### config.mk
export PLATFORM = sky130hd
export DESIGN_NAME = ptp_transmit_process
export DESIGN_NICKNAME = d
export VERILOG_FILES = /design/src/rtl/ptp_transmit_process.sv
export SDC_FILE = /design/constraint.sdc
export NUM_CORES = 1
export LEC_CHECK = 0
export BUFFER_PORTS_ARGS = -buffer_cell sky130_fd_sc_hd__buf_2
export CAP_MARGIN = 40
export CORE_MARGIN = 5
export CORE_UTILIZATION = 51
export DETAILED_ROUTE_END_ITERATION = 8
export PLACE_DENSITY = 0.75
export SLEW_MARGIN = 20
export SYNTH_ARGS = -nofsm -noshare
export SYNTH_HDL_FRONTEND = slang
export SYNTH_SLANG_ARGS = --single-unit
### constraint.sdc
create_clock -name clk_sys -period 3.8 [get_ports clk_sys]
set_input_delay 0.19 -clock clk_sys [delete_from_list [all_inputs] [get_ports clk_sys]]
set_output_delay 0.19 -clock clk_sys [all_outputs]
set_load 0.02 [all_outputs]
### src/rtl/ptp_transmit_process.sv
// PTP transmit path: forwards FIFO packets to the MAC, adding (tx_ts - rx_ts) residence
// time into the 48-bit correction field of PTP packets; discards or drains on demand.
module ptp_transmit_process (
    input  logic        clk_sys,
    input  logic        reset_n,
    input  logic [1:0]  iv_cfg_finish,
    input  logic [8:0]  iv_data,
    input  logic        i_data_empty,
    output logic        o_data_rd,
    input  logic [18:0] timer,
    output logic [8:0]  ov_data,
    output logic        o_data_wr,
    output logic        o_fifo_underflow_pulse,
    output logic [2:0]  report_ptp_state
);

    localparam int unsigned WCNT_W = 11;
    localparam int unsigned TS_W   = 19;
    localparam int unsigned CORR_W = 48;

    localparam logic [2:0] ST_IDLE      = 3'd0;
    localparam logic [2:0] ST_TRANS     = 3'd1;
    localparam logic [2:0] ST_COLLECT   = 3'd2;
    localparam logic [2:0] ST_ADD       = 3'd3;
    localparam logic [2:0] ST_EMIT      = 3'd4;
    localparam logic [2:0] ST_DISC      = 3'd5;
    localparam logic [2:0] ST_UNDERFLOW = 3'd6;

    localparam logic [WCNT_W-1:0] CORR_FIRST = 11'd66;
    localparam logic [WCNT_W-1:0] CORR_LAST  = 11'd71;

    logic [2:0]        state_q,   state_d;
    logic [WCNT_W-1:0] wcnt_q,    wcnt_d;
    logic [TS_W-1:0]   tx_ts_q,   tx_ts_d;
    logic [TS_W-1:0]   rx_ts_q,   rx_ts_d;
    logic [CORR_W-1:0] corr_q,    corr_d;
    logic              is_ptp_q,  is_ptp_d;
    logic [2:0]        ecnt_q,    ecnt_d;
    logic              flush_q,   flush_d;
    logic [7:0]        last_q,    last_d;
    logic [8:0]        ov_data_q, ov_data_d;
    logic              wr_q,      wr_d;
    logic              uf_q,      uf_d;
    logic              rd_c;
    logic [2:0]        byte_sel_c;
    logic [5:0]        byte_lsb_c;

    // Correction byte k (wcnt 66+k) lands MSB-first at bit 40-8k
    assign byte_sel_c = 3'(wcnt_q - CORR_FIRST);
    assign byte_lsb_c = 6'd40 - {byte_sel_c, 3'b000};

    always_comb begin
        state_d   = state_q;
        wcnt_d    = wcnt_q;
        tx_ts_d   = tx_ts_q;
        rx_ts_d   = rx_ts_q;
        corr_d    = corr_q;
        is_ptp_d  = is_ptp_q;
        ecnt_d    = ecnt_q;
        flush_d   = flush_q;
        last_d    = last_q;
        ov_data_d = 9'h000;
        wr_d      = 1'b0;
        uf_d      = 1'b0;
        rd_c      = 1'b0;
        case (state_q)
            ST_IDLE: begin
                rd_c = !i_data_empty;
                if (!i_data_empty && iv_data[8]) begin
                    wcnt_d   = 11'd1;
                    is_ptp_d = (iv_data[7:5] == 3'b100) && (iv_cfg_finish == 2'd3);
                    tx_ts_d  = timer;
                    if (iv_cfg_finish == 2'd0) begin
                        state_d = ST_DISC;
                    end else begin
                        ov_data_d = iv_data;
                        wr_d      = 1'b1;
                        state_d   = ST_TRANS;
                    end
                end
            end
            ST_TRANS: begin
                rd_c = !i_data_empty;
                if (i_data_empty) begin
                    ov_data_d = 9'h100;
                    wr_d      = 1'b1;
                    uf_d      = 1'b1;
                    state_d   = ST_UNDERFLOW;
                end else begin
                    wcnt_d = wcnt_q + 11'd1;
                    if (iv_data[8]) begin
                        ov_data_d = iv_data;
                        wr_d      = 1'b1;
                        state_d   = ST_IDLE;
                    end else if (is_ptp_q && wcnt_q == CORR_FIRST) begin
                        corr_d[byte_lsb_c +: 8] = iv_data[7:0];
                        state_d                 = ST_COLLECT;
                    end else begin
                        ov_data_d = iv_data;
                        wr_d      = 1'b1;
                        if (is_ptp_q && wcnt_q == 11'd11) rx_ts_d[18:16] = iv_data[2:0];
                        if (is_ptp_q && wcnt_q == 11'd12) rx_ts_d[15:8]  = iv_data[7:0];
                        if (is_ptp_q && wcnt_q == 11'd13) rx_ts_d[7:0]   = iv_data[7:0];
                    end
                end
            end
            ST_COLLECT: begin
                rd_c = !i_data_empty;
                if (i_data_empty) begin
                    ov_data_d = 9'h100;
                    wr_d      = 1'b1;
                    uf_d      = 1'b1;
                    state_d   = ST_UNDERFLOW;
                end else begin
                    wcnt_d = wcnt_q + 11'd1;
                    if (iv_data[8]) begin
                        // Short packet: replay the stored bytes untouched, then the last word
                        last_d  = iv_data[7:0];
                        ecnt_d  = byte_sel_c;
                        flush_d = 1'b1;
                        state_d = ST_EMIT;
                    end else begin
                        corr_d[byte_lsb_c +: 8] = iv_data[7:0];
                        if (wcnt_q == CORR_LAST) state_d = ST_ADD;
                    end
                end
            end
            ST_ADD: begin
                corr_d  = corr_q + CORR_W'(TS_W'(tx_ts_q - rx_ts_q));
                ecnt_d  = 3'd6;
                flush_d = 1'b0;
                state_d = ST_EMIT;
            end
            ST_EMIT: begin
                wr_d = 1'b1;
                if (ecnt_q != 3'd0) begin
                    ov_data_d = {1'b0, corr_q[CORR_W-1 -: 8]};
                    corr_d    = {corr_q[CORR_W-9:0], 8'h00};
                    ecnt_d    = ecnt_q - 3'd1;
                    if (ecnt_q == 3'd1 && !flush_q) state_d = ST_TRANS;
                end else begin
                    ov_data_d = {1'b1, last_q};
                    flush_d   = 1'b0;
                    state_d   = ST_IDLE;
                end
            end
            ST_DISC, ST_UNDERFLOW: begin
                rd_c = !i_data_empty;
                if (!i_data_empty) begin
                    wcnt_d = wcnt_q + 11'd1;
                    if (iv_data[8]) state_d = ST_IDLE;
                end
            end
            default: begin
                state_d = ST_IDLE;
            end
        endcase
    end

    always_ff @(posedge clk_sys or negedge reset_n) begin
        if (!reset_n) begin
            state_q   <= ST_IDLE;
            wcnt_q    <= '0;
            tx_ts_q   <= '0;
            rx_ts_q   <= '0;
            corr_q    <= '0;
            is_ptp_q  <= 1'b0;
            ecnt_q    <= '0;
            flush_q   <= 1'b0;
            last_q    <= '0;
            ov_data_q <= '0;
            wr_q      <= 1'b0;
            uf_q      <= 1'b0;
        end else begin
            state_q   <= state_d;
            wcnt_q    <= wcnt_d;
            tx_ts_q   <= tx_ts_d;
            rx_ts_q   <= rx_ts_d;
            corr_q    <= corr_d;
            is_ptp_q  <= is_ptp_d;
            ecnt_q    <= ecnt_d;
            flush_q   <= flush_d;
            last_q    <= last_d;
            ov_data_q <= ov_data_d;
            wr_q      <= wr_d;
            uf_q      <= uf_d;
        end
    end

    // Pop must stay low while reset is held, whatever the FIFO shows
    assign o_data_rd              = reset_n & rd_c;
    assign ov_data                = ov_data_q;
    assign o_data_wr              = wr_q;
    assign o_fifo_underflow_pulse = uf_q;
    assign report_ptp_state       = state_q;

endmodule

==> results.yml <==
setup_path:
  cp_num_buf_inv: 6
  slowest_stage: "dfrtp_1"
  path_delay_family: "compound AO/OA/AOI/OAI gates"
  path_cells: "inv_2 -> ha_4 -> inv_2 -> fa_2 -> a211oi_2 -> o21bai_2 -> nand2_1 -> nand2_1 -> a21oi_2 -> o21ai_2 -> xor2_2 -> buf_4 -> ha_4 -> o21a_1 -> o211ai_1 -> a31oi_1 -> buf_4 -> o2111ai_4 -> and2_4 -> buf_6 -> buf_6 -> o31a_1 -> o22ai_1"
  critical_path.startpoint_type: "flip-flop"
  slowest_delay_ns: 0.38
  crit_path_end_kind: "flip-flop"
  critPathKind: "reg -> reg"
  cp.required_ns: 4.14
  arrival_ns: 4.41
  worstPathMaxFanout: 5
finish:
  final_cell_mix: "nand2_1, dfrtp_1, buf_4"
  utilization_pct: 67.1
  nets: 1267
  syn_to_final_growth_pct: 30.2
  design_area_mm2: 0.0115
  drive_gt1_share_pct: 27.0
  layout_commonest_cell: "nand2_1"
  num_antenna_cells: 0
drt:
  avgRoutedWirePerCell_um: 19.8
  vias_per_cell: 6.30
  drtIter0Drc: 1033
  drc: 0
  drt_first_pass_iters: 6
  num_vias: 8958
  ant_nets: 0
  drt-total-wl_um: 28100
sta:
  slew_headroom_pct: 48.4
  layout_min_cycle_time_ns: 4.07
  whs_ns: 0.0996
  hold_violations: 0
  setup_tns_ns: -4.20
  max_freq_mhz: 246
  fin_crit_sh_pct: 107
  slew_viol_final: 0
  skew_ns: 0.0110
  setup_violations: 26
  max_slew.worst_pin.slew_ns: 0.767
  rsz0062_at_grt: "true"
  worst_slack_ns: -0.268
logic_synthesis:
  synth_edf_count: 0
  async_flop_share_pct: 100
  avgSynthCellArea_um2: 8.54
  ys_seq_area_share_pct: 35.2
  syn_area_mm2: 0.00881
  synth_ff_type: "dfrtp_1"
  syn_inst: 1032
  syn-num-nets: 1116
  synth_seq_cells: 124
  synth.distinct_cells: 85
  synth-warning-count: 0
power_and_ir_drop:
  peakVddDrop_v: 0.000659
  p_per_area_mw_per_mm2: 1140
  power_leakage_nw: 5.01
  fin_total_pwr_mw: 13.1
global_routing:
  grt_start_max_net_pins: 125
  top_usage_layer: "met2"
  gr-usage-met1_pct: 35.7
  grt_usage_pct: 27.6
  grt_pass1_wl_um: 44700
  grt-ovfl-total: 0
  antenna_found_initial: 0
  grtUsageMet2_pct: 45.0
  grt_pass1_vias: 8685
  use_met3_pct: 4.72
floorplan:
  coreArea_mm2: 0.0171
  start_util_pct: 51.5
  fp.dieW_um: 141
  core.rowCount: 48
  dieHeight_um: 141
  dieArea_mm2: 0.0200
  io_pins: 48
cts:
  cts_tree: "yes"
  cts_htree_levels: 4
  cts_buffers: 17
  clk_root_buffer_cell: "clkbuf_16"
  insertion_delay_ns: 0.43
  cts.sinks: 124
  clk_pin_slew_ns: 0.06
  cts_max_path_buffers: 2
status:
  status: "finished, violations left"
  failed_checks: "setup timing"
min_path:
  hp-class: "in -> reg"
placement:
  dp_hpwl_um: 18000
  place_congestion: 0.952
  dpl_cell_area_mm2: 0.00979
  port_buffers: 47
flow_run:
  timing.max_cap.violations: 0
[path summary, 6_finish.rpt]
| kind | from | end | slack, ns | cells after the start |
|---|---|---|---|---|
| max in group asynchronous | reset_n | tx_ts_q[1] | 2.76 | 3 |
| worst max register to register | tx_ts_q[0] | flip-flop | -0.27 | 23 |
| worst min register to register | tx_ts_q[2] | tx_ts_q[2] | 0.49 | 2 |
| min in group asynchronous | reset_n | asynchronous set/reset pin | 0.45 | 3 |
| worst max-delay path | tx_ts_q[0] | flip-flop | -0.27 | 23 |
| worst min-delay path | iv_cfg_finish[1] | is_ptp_q | 0.1 | 3 |
[metrics by stage]
step / setup slack (ns) / std cells
4_1_cts: -0.186 / 1404
6_report: -0.268 / 1421
5_1_grt: -0.483 / 1421
3_5_place_dp: -0.436 / 1336
3_3_place_gp: -0.355 / 1336
2_1_floorplan: -0.0139 / 1032
[worst min-delay path, delay by kind of cell]
kind                   cells  cell delay, ns
buffers and inverters      1            0.12
and+or+nand+nor            1            0.08
AOI/OAI and AO/OA          1            0.08
[synthesized netlist by cell type, drive strengths merged, types with 14 or more instances]
library cell	n	area share, %
xnor2	25	2.5
clkbuf	38	1.6
nor2	74	3.2
inv	54	2.3
nand3	43	2.5
and3	15	1.1
buf	15	0.85
nand2	145	6.2
o21ai	61	3.5
a222oi	14	1.6
a22oi	17	1.4
a21oi	82	4.8
xor2	15	1.5
ha	49	7.0
a211oi	14	1.2
mux2	27	3.4
dfrtp	124	35
[where the power goes]
part	switching, mW	total [mW]	internal (mW)	leakage (nW)
Clock	0.648	1.88	1.24	0.314
Sequential	0.625	2.42	1.79	1.57
Combinational	4.73	8.79	4.06	3.13
[timing repair]
| action | 4_1_cts | 5_1_grt |
|---|---|---|
| buffers inserted | 17 | 17 |
| hold buffers | 20 | 0 |
| setup endpoints to repair | 35 | 39 |
| pin swaps | 59 | 60 |
| hold endpoints to repair | 64 | 0 |
| resized for setup | 60 | 62 |
[cell families (layout without fill, tap and decap cells)]
logic type / after synthesis / after routing / share of synthesized area, %
AOI/OAI and AO/OA: 303 / 303 / 23.8
xor gates and xnor gates: 40 / 40 / 3.98
adders and majority gates: 51 / 51 / 7.41
buffers and inverters: 107 / 271 / 4.77
DFF: 124 / 124 / 35.2
muxes: 30 / 30 / 3.79
and+or+nand+nor: 377 / 377 / 21.0
[routing by layer]
metal  routed length [um]  up-vias  part of all wire (%)
li1                     -     4094                     -
met1                11000     4312                    39
met2                13500      427                    48
met3                 2120      125                   7.5
met4                 1500        0                   5.3
met5                    0        -                     0
[cell type report]
| class | instances | area [um^2] |
|---|---|---|
| clock buffer | 19 | 433 |
| clock inverter | 13 | 238 |
| fill | 1315 | 5640 |
| inverter | 54 | 203 |
| multi-input combinational | 801 | 5830 |
| sequential | 124 | 3100 |
| tap | 225 | 282 |
| timing repair buffer | 185 | 1390 |
No activity file was read; power rests on OpenSTA's default activity.
